$ cat config.mk
export PLATFORM = sky130hd
export DESIGN_NAME = tx_pkt_validator
export DESIGN_NICKNAME = d
export VERILOG_FILES = /design/src/rtl/inband_pkg.sv /design/src/rtl/inband_hdr_check.sv /design/src/rtl/tx_pkt_validator.sv
export SDC_FILE = /design/constraint.sdc
export NUM_CORES = 1
export LEC_CHECK = 0
export CAP_MARGIN = 5
export CORE_AREA = 5 5 77 79
export CTS_CLUSTER_DIAMETER = 80
export CTS_CLUSTER_SIZE = 24
export DETAILED_ROUTE_END_ITERATION = 16
export DIE_AREA = 0 0 82 84
export PLACE_DENSITY = 0.89
export SLEW_MARGIN = 30
export SYNTH_ARGS = -nofsm -noshare
export SYNTH_HDL_FRONTEND = slang
export SYNTH_SLANG_ARGS = --single-unit
$ cat constraint.sdc
create_clock -name txclk -period 2.4 [get_ports txclk]
set_clock_uncertainty 0.15 [all_clocks]
set_input_delay 0.24 -clock txclk [delete_from_list [all_inputs] [get_ports txclk]]
set_output_delay 0.24 -clock txclk [all_outputs]
set_load 0.05 [all_outputs]
$ cat src/rtl/inband_pkg.sv
// Shared inband packet definitions: header field layout, packet geometry, framer states.
package inband_pkg;

    localparam int unsigned WORD_W      = 32;
    localparam int unsigned PKT_WORDS   = 128;
    localparam int unsigned MAX_PAYLOAD = 504;
    localparam int unsigned CNT_W       = 7;

    // Header word 0 field positions
    localparam int unsigned CHAN_LSB = 16;
    localparam int unsigned CHAN_W   = 5;
    localparam int unsigned LEN_LSB  = 0;
    localparam int unsigned LEN_W    = 9;

    localparam logic [CHAN_W-1:0] CMD_CHAN = 5'd31;

    typedef enum logic [1:0] {
        IDLE = 2'd0,
        FWD  = 2'd1,
        DROP = 2'd2
    } pkt_state_t;

    function automatic int unsigned idx_width(input int unsigned n);
        return (n > 1) ? $clog2(n) : 1;
    endfunction

endpackage

$ cat src/rtl/inband_hdr_check.sv
// Combinational inband header check: validity and target RAM index from word-0 fields.
module inband_hdr_check
    import inband_pkg::*;
#(
    parameter int unsigned NUM_CHAN = 1,
    parameter int unsigned TGT_W    = 1
) (
    input  logic [CHAN_W-1:0] chan,
    input  logic [LEN_W-1:0]  len,
    output logic              valid_c,
    output logic [TGT_W-1:0]  target_c
);

    logic is_cmd_c;
    logic is_data_c;
    logic len_ok_c;

    always_comb begin
        is_cmd_c  = (chan == CMD_CHAN);
        is_data_c = (32'(chan) < NUM_CHAN);
        len_ok_c  = (32'(len) <= MAX_PAYLOAD) && !len[0];
        valid_c   = len_ok_c && (is_cmd_c || is_data_c);
        // Command packets go to the RAM just past the data channels
        target_c  = is_cmd_c ? TGT_W'(NUM_CHAN) : TGT_W'(chan);
    end

endmodule

$ cat src/rtl/tx_pkt_validator.sv
// Frames packer words into fixed-size inband packets, forwards valid ones to per-channel RAMs.
// Optional TX_PKT_VALIDATOR_STATS_EN adds saturating good/drop packet counters.
module tx_pkt_validator
    import inband_pkg::*;
#(
    parameter int unsigned NUM_CHAN = 1
) (
    input  logic              txclk,
    input  logic              reset,
    input  logic              flush,
    input  logic [WORD_W-1:0] data_in,
    input  logic              WR_in,
    output logic [WORD_W-1:0] data_out,
    output logic [NUM_CHAN:0] WR_channel,
    output logic [NUM_CHAN:0] WR_done_channel,
    output logic [NUM_CHAN:0] abort_channel,
    output logic              pkt_active,
    output logic              drop_pulse
`ifdef TX_PKT_VALIDATOR_STATS_EN
    ,
    output logic [15:0]       good_count,
    output logic [15:0]       drop_count
`endif
);

    localparam int unsigned NCH   = NUM_CHAN + 1;
    localparam int unsigned TGT_W = idx_width(NCH);

    pkt_state_t       state;
    logic [CNT_W-1:0] cnt;
    logic [TGT_W-1:0] tgt;
    logic [TGT_W-1:0] done_tgt;
    logic             done_pend;

    logic             hdr_valid_c;
    logic [TGT_W-1:0] hdr_tgt_c;
    logic             accept_c;
    logic             cnt_last_c;
    logic [CNT_W-1:0] cnt_inc_c;
    logic             drop_set_c;

    function automatic logic [NUM_CHAN:0] onehot(input logic [TGT_W-1:0] idx);
        return NCH'(1) << idx;
    endfunction

    inband_hdr_check #(
        .NUM_CHAN (NUM_CHAN),
        .TGT_W    (TGT_W)
    ) u_hdr_check (
        .chan     (data_in[CHAN_LSB +: CHAN_W]),
        .len      (data_in[LEN_LSB +: LEN_W]),
        .valid_c  (hdr_valid_c),
        .target_c (hdr_tgt_c)
    );

    assign accept_c   = WR_in && !flush;
    assign cnt_last_c = (cnt == CNT_W'(PKT_WORDS - 1));
    assign cnt_inc_c  = cnt_last_c ? '0 : cnt + CNT_W'(1);
    assign drop_set_c = accept_c && (state == IDLE) && !hdr_valid_c;

    // Framer FSM with registered strobes; done is delayed one extra cycle behind the last write
    always_ff @(posedge txclk or negedge reset) begin
        if (!reset) begin
            state           <= IDLE;
            cnt             <= '0;
            tgt             <= '0;
            done_tgt        <= '0;
            done_pend       <= 1'b0;
            data_out        <= '0;
            WR_channel      <= '0;
            WR_done_channel <= '0;
            abort_channel   <= '0;
            pkt_active      <= 1'b0;
            drop_pulse      <= 1'b0;
        end else begin
            WR_channel      <= '0;
            WR_done_channel <= '0;
            abort_channel   <= '0;
            drop_pulse      <= 1'b0;
            done_pend       <= 1'b0;

            if (done_pend) begin
                WR_done_channel <= onehot(done_tgt);
            end

            if (flush) begin
                if (state == FWD) begin
                    abort_channel <= onehot(tgt);
                end
                state      <= IDLE;
                cnt        <= '0;
                pkt_active <= 1'b0;
            end else if (accept_c) begin
                cnt        <= cnt_inc_c;
                pkt_active <= (cnt_inc_c != '0);
                case (state)
                    IDLE: begin
                        if (hdr_valid_c) begin
                            state      <= FWD;
                            tgt        <= hdr_tgt_c;
                            data_out   <= data_in;
                            WR_channel <= onehot(hdr_tgt_c);
                        end else begin
                            state      <= DROP;
                            drop_pulse <= 1'b1;
                        end
                    end
                    FWD: begin
                        data_out   <= data_in;
                        WR_channel <= onehot(tgt);
                        if (cnt_last_c) begin
                            state     <= IDLE;
                            done_pend <= 1'b1;
                            done_tgt  <= tgt;
                        end
                    end
                    DROP: begin
                        if (cnt_last_c) begin
                            state <= IDLE;
                        end
                    end
                    default: begin
                        state <= IDLE;
                    end
                endcase
            end
        end
    end

`ifdef TX_PKT_VALIDATOR_STATS_EN
    // Saturating packet statistics; survive flush, cleared only by reset
    always_ff @(posedge txclk or negedge reset) begin
        if (!reset) begin
            good_count <= '0;
            drop_count <= '0;
        end else begin
            if (done_pend && (good_count != 16'hFFFF)) begin
                good_count <= good_count + 16'd1;
            end
            if (drop_set_c && (drop_count != 16'hFFFF)) begin
                drop_count <= drop_count + 16'd1;
            end
        end
    end
`endif

endmodule

# == Word level (Yosys, flattened, before mapping) ==
# Cells that the tools add are included.
# totals
reg_bits,52
input_bits,36
out_inout_bits,40
word_cells,67
# op_classes
add_sub_neg,1
magnitude_cmp,2
eq_ne,6
shift,3
mux,28
n_bitwise,1
n_reduce_logical,15
# op_table
cell,n
$pmux 32 s2,1
$mux 32,1
$mux 7,3
$mux 2,10
$reduce_and 4->1,3
$mux 1,11
$le 9x9->1 const B,1
$pmux 2 s2,2
$add 7x1->7 const B,1
$eq 7x7->1 const B,1
$reduce_bool 7->1,1
$shl 1x1->2 const A,3
$eq 5x5->1 const B,1
$lt 5x1->1 const B,1
$reduce_bool 2->1,2
$logic_and 1x1->1,3
$ne 3x1->1 const B,1
$eq 2x1->1 const B,1
$eq 2x2->1 const B,1
$logic_not 1->1,2
$logic_not 2->1,1
$ne 2x2->1 const B,1
$reduce_and 2->1,1
$reduce_or 2->1,1
other kinds (2),2

# == Longest topological paths before layout ==
# logic_depth
word_depth,7
mapped_depth,7
mapped_depth_nobuf,6

# == Hierarchy ==
# From an unflattened synthesis, not the netlist that was laid out.
# hier_totals
cells_unflattened,172
area_unflattened_um2,2280.9
# modules_own_cells
module,n_inst,cells_each,area_each_um2,seq_area_each_um2
tx_pkt_validator,1,164,2217.1,1301.2
inband_hdr_check,1,8,63.8,0.0

# == Least setup slack after synthesis ==
# OpenSTA, ideal clock, no wires.
# synth_path
path_type,register -> register
start,register state[0]
end,register data_out[26]
setup_time_ps,125
t_arrival_ps,1658
t_required_ps,2125
setup_slack_ps,467
path_stages_with_launch,7
path_buffers,1
period_less_slack_ps,1933
cell_sequence,dfrtp_1 > inv_1 > ha_1 > nand2_1 > o41ai_4 > buf_6 > mux2_2
# synth_via
elab_chain_len,3
# synth_lines
element,line_no,text
"start, declared",tx_pkt_validator.sv:29,pkt_state_t state;
"start signal, assigned",tx_pkt_validator.sv:64,state <= IDLE;
"start signal, assigned",tx_pkt_validator.sv:90,state <= IDLE;
"start signal, assigned",tx_pkt_validator.sv:99,state <= FWD;
$eq 2x1->1 or $logic_not 2->1 (tied branches),tx_pkt_validator.sv:96,case (state)
$reduce_bool 2->1 (no source line) or $ne 2x2->1 (tied branches),n/a,
$reduce_and 4->1 (no source line),n/a,
"end signal, assigned",tx_pkt_validator.sv:101,data_out <= data_in;
"end signal, assigned",tx_pkt_validator.sv:109,data_out <= data_in;
"end, declared",tx_pkt_validator.sv:13,"output logic [WORD_W-1:0] data_out,"
# Parallel ways exist; a longest one is shown, timed or not.
# A chain may end at the register's enable or synchronous reset.

# == Worst setup path after layout ==
# layout_path
start,input port data_in[16]
end,register data_out[31]
# layout_via
elab_chain_len,5
# layout_lines
element,line_no,text
"start, declared",tx_pkt_validator.sv:11,"input logic [WORD_W-1:0] data_in,"
$lt 5x1->1 or $eq 5x5->1 (tied branches),"inband_hdr_check.sv:20, inband_hdr_check.sv:19",
$logic_or 1x1->1 *,inband_hdr_check.sv:22,valid_c = len_ok_c && (is_cmd_c || is_data_c);
$logic_and 1x1->1 *,inband_hdr_check.sv:22,
$ne 2x2->1 (no source line) *,n/a,
$reduce_and 4->1 (no source line) *,n/a,
# Every way passes the cells marked *; elsewhere a longest branch is shown, timed or not.

==> flow_summary_export.csv <==
group,metric,value,unit
synthesis,ys_top_cells_by_count,"52 x dfrtp_1, 32 x mux2_2, 12 x nor2_1, 10 x nand2_1, 6 x inv_1",
sta,finalSetupViolCount,0,
die,die_w,82,um
worst_setup_path,cp-start-kind,"input pin",
worst_setup_path,startpoint,"data_in[16]",
grt,grt_usage,15.36,%
sta,hold_violations,0,
synthesis,seq_area_frac_synth,58.92,%
worst_setup_path,worst_ep_arrival_time,2280,ps
placement,routabilityCongestion,0.7545,
die,start_util,41.90,%
placement,dp_hpwl,3937,um
grt,grt_pass1_wl,8162,um
die,design.die.area,6888,um2
power,p_comb_share,30.4,%
sta,max_freq,0.4463,GHz
clocking,cts.path.max_buffers,2,
worst_setup_path,cp.required,2440,ps
drt,wl,5103,um
synthesis,netlist_instances,168,
grt,antenna_found_initial,0,
synthesis,synthDistinctLibCells,38,
grt,grt_pass1_vias,1713,
synthesis,synth_seq_cells,52,
drt,post-route-drc-count,0,
placement,port-buffer-count,75,
cells_and_area,diodes,0,
synthesis,synth_edf_count,0,
drt,vias_per_cell,5.089,
worst_setup_path,rr_startpoint,"state[1]$_DFFE_PN0P_",
clocking,cts.clk_slew.worst_paths,90,ps
clocking,cts_tree,"yes",
sta,slew_viol_final,0,
drt,drt_iter0_markers,57,
grt,grt_max_degree,53,
cells_and_area,fill_cells,434,
power,power_frac_clock,26.8,%
cells_and_area,multi_input_area,844.6,um2
sta,whs,318.0,ps
cells_and_area,stdcell_area,3212,um2
cells_and_area,seq_area,1301,um2
synthesis,yosysTopAreaCellShare,58.92,%
synthesis,netlist_top_cells_area,"dfrtp_1 59%, mux2_2 16%, nor2_1 2.0%",
power,ir_worst_vdd,0.3636,mV
sta,period_share,93.36,%
cells_and_area,fin_nets,293,
cells_and_area,drive_gt1_share,21.18,%
clocking,clock_latency,300,ps
synthesis,synthFlopType,"dfrtp_1",
die,chipHeight,84,um
drt,routedWlPerCell,15.61,um
sta,relSlewSlack,57.30,%
power,switchingPower,0.7773,mW
synthesis,synthesis.area,2208,um2
placement,dpl_cell_area,3065,um2
clocking,cts-root-buf,"clkbuf_8",
worst_setup_path,critical_path_class,"input pin to flip-flop",
worst_setup_path,end_kind,"flip-flop",
synthesis,yosysMostFrequentCell,"dfrtp_1",
synthesis,syn_area_per_cell,13.15,um2
clocking,cts_max_level,2,
power,cellLeakagePower,1.453,nW
clocking,cts_buffers,5,
outcome,status,"finished, final reports clean",
synthesis,ys_async_sr_fraction,100.0,%
worst_hold_path,hold_class,"flip-flop to flip-flop",
die,floorplan.rows,27,
clocking,cts.sinks,52,
drt,ant_nets,0,
power,p_seq_share,42.8,%
power,power_density,746.5,nW/um2
flow_run,maxCapViolations,0,
grt,grt-ovfl-total,0,
worst_hold_path,hold_start,"done_tgt$_DFFE_PN0P_",
drt,drt_pass1_iterations,4,
power,intPower,1.620,mW
sta,period_needed,2241,ps
die,ioPinCount,76,
synthesis,yosysTopAreaCell,"dfrtp_1",
power,swShare,32.42,%
drt,vias,1664,
sta,rsz0062_at_grt,"no",
sta,worst_slew_pin_slew,640.6,ps
synthesis,synth_nets,207,
die,core,5270,um2
synthesis,synth_warnings,0,
worst_setup_path,cp_max_fo,14,
cells_and_area,syn_to_final_growth,45.44,%
layout by cell type (no fill, tap or decap), types with 3 or more instances in the layout:
master and instances:
dfrtp_1 52, clkdlybuf4s50_1 74, inv_1 6, nand3_1 3, nor2_1 12, nand2_1 10
buf_4 8, ha_1 3, clkbuf_8 7, nand4_1 4, nor2b_1 3, nor3_1 3
mux2_2 32
metrics by stage:
stage	setup WS, ps	setup TNS, ps	total power [mW]	util, %	std cells
floorplan	467.1	0	1.470	-	168
global placement	-66.27	-1842	1.753	58.17	318
detailed placement	-105.1	-2489	1.776	58.17	318
CTS	77.78	0	2.425	60.76	327
global route	30.51	0	2.497	60.94	327
finish	159.3	0	2.398	60.94	327
state kept, by name (all words and copies together) (netlist names):
signal and count:
WR_channel 2, done_tgt 1, WR_done_channel 2, cnt 7
abort_channel 2, tgt 1, data_out 32, pkt_active 1
state 2, drop_pulse 1, done_pend 1
metal layers:
layer	part of all wire, %	wire length [um]	track usage (%)	vias to the layer above
met5	0	0	0	-
met4	1.0	53	4.079	0
met3	9.2	470	4.968	6
met2	50	2563	26.67	57
met1	40	2016	17.83	827
li1	-	-	-	774
critical path, cell delays in order:
cell             delay, ps
clkdlybuf4s50_1        480
nor4_2                 320
mux2i_1                180
o41ai_4                390
buf_4                  290
mux2_2                 370
power groups by stage:
stage	registers [mW]	clock network [mW]	logic, mW
4_1_cts	1.03	0.663	0.735
6_report	1.03	0.644	0.729
3_5_place_dp	1.04	0	0.732
5_1_grt	1.04	0.695	0.762
2_1_floorplan	1.35	0	0.117
3_3_place_gp	1.04	0	0.716
cell type report:
| class | count | share of cell area (%) |
|---|---|---|
| multi-input cells | 104 | 26.30 |
| flip-flops and latches | 52 | 40.51 |
| clock inverters | 1 | 0.9349 |
| well taps | 72 | 2.805 |
| inverters | 6 | 0.7012 |
| clock buffers | 7 | 3.000 |
| repair buffers | 85 | 25.75 |
final timing paths:
kind                                           endpoint  cells past startpoint  slack (ps)
setup / recovery               data_out[31]$_DFFE_PN0P_                      6         160
hold / removal             WR_done_channel[0]$_DFF_PN0_                      1         320
setup reg to reg               data_out[31]$_DFFE_PN0P_                      6         290
hold reg to reg            WR_done_channel[0]$_DFF_PN0_                      1         320
max in group asynchronous          drop_pulse$_DFF_PN0_                      3        1250
min in group asynchronous            cnt[6]$_DFFE_PN0P_                      3         430
kinds of logic after synthesis:
kind of cell | share of synthesized area (%)
adder cells (fa/ha/maj) | 1.700
flip-flops | 58.92
XOR/XNOR | 1.190
AO/OA/AOI/OAI | 6.573
buffers and inverters | 3.116
multiplexers | 17.73
AND/OR/NAND/NOR | 10.76
what timing repair did:
| item | 4_1_cts | 5_1_grt |
|---|---|---|
| setup buffers | 0 | 0 |
| resized for setup | 0 | 2 |
| hold endpoints to repair | 52 | 0 |
| endpoints found under the setup margin | 0 | 23 |
| hold buffers | 1 | 0 |
(Power assumes the default switching activity.)
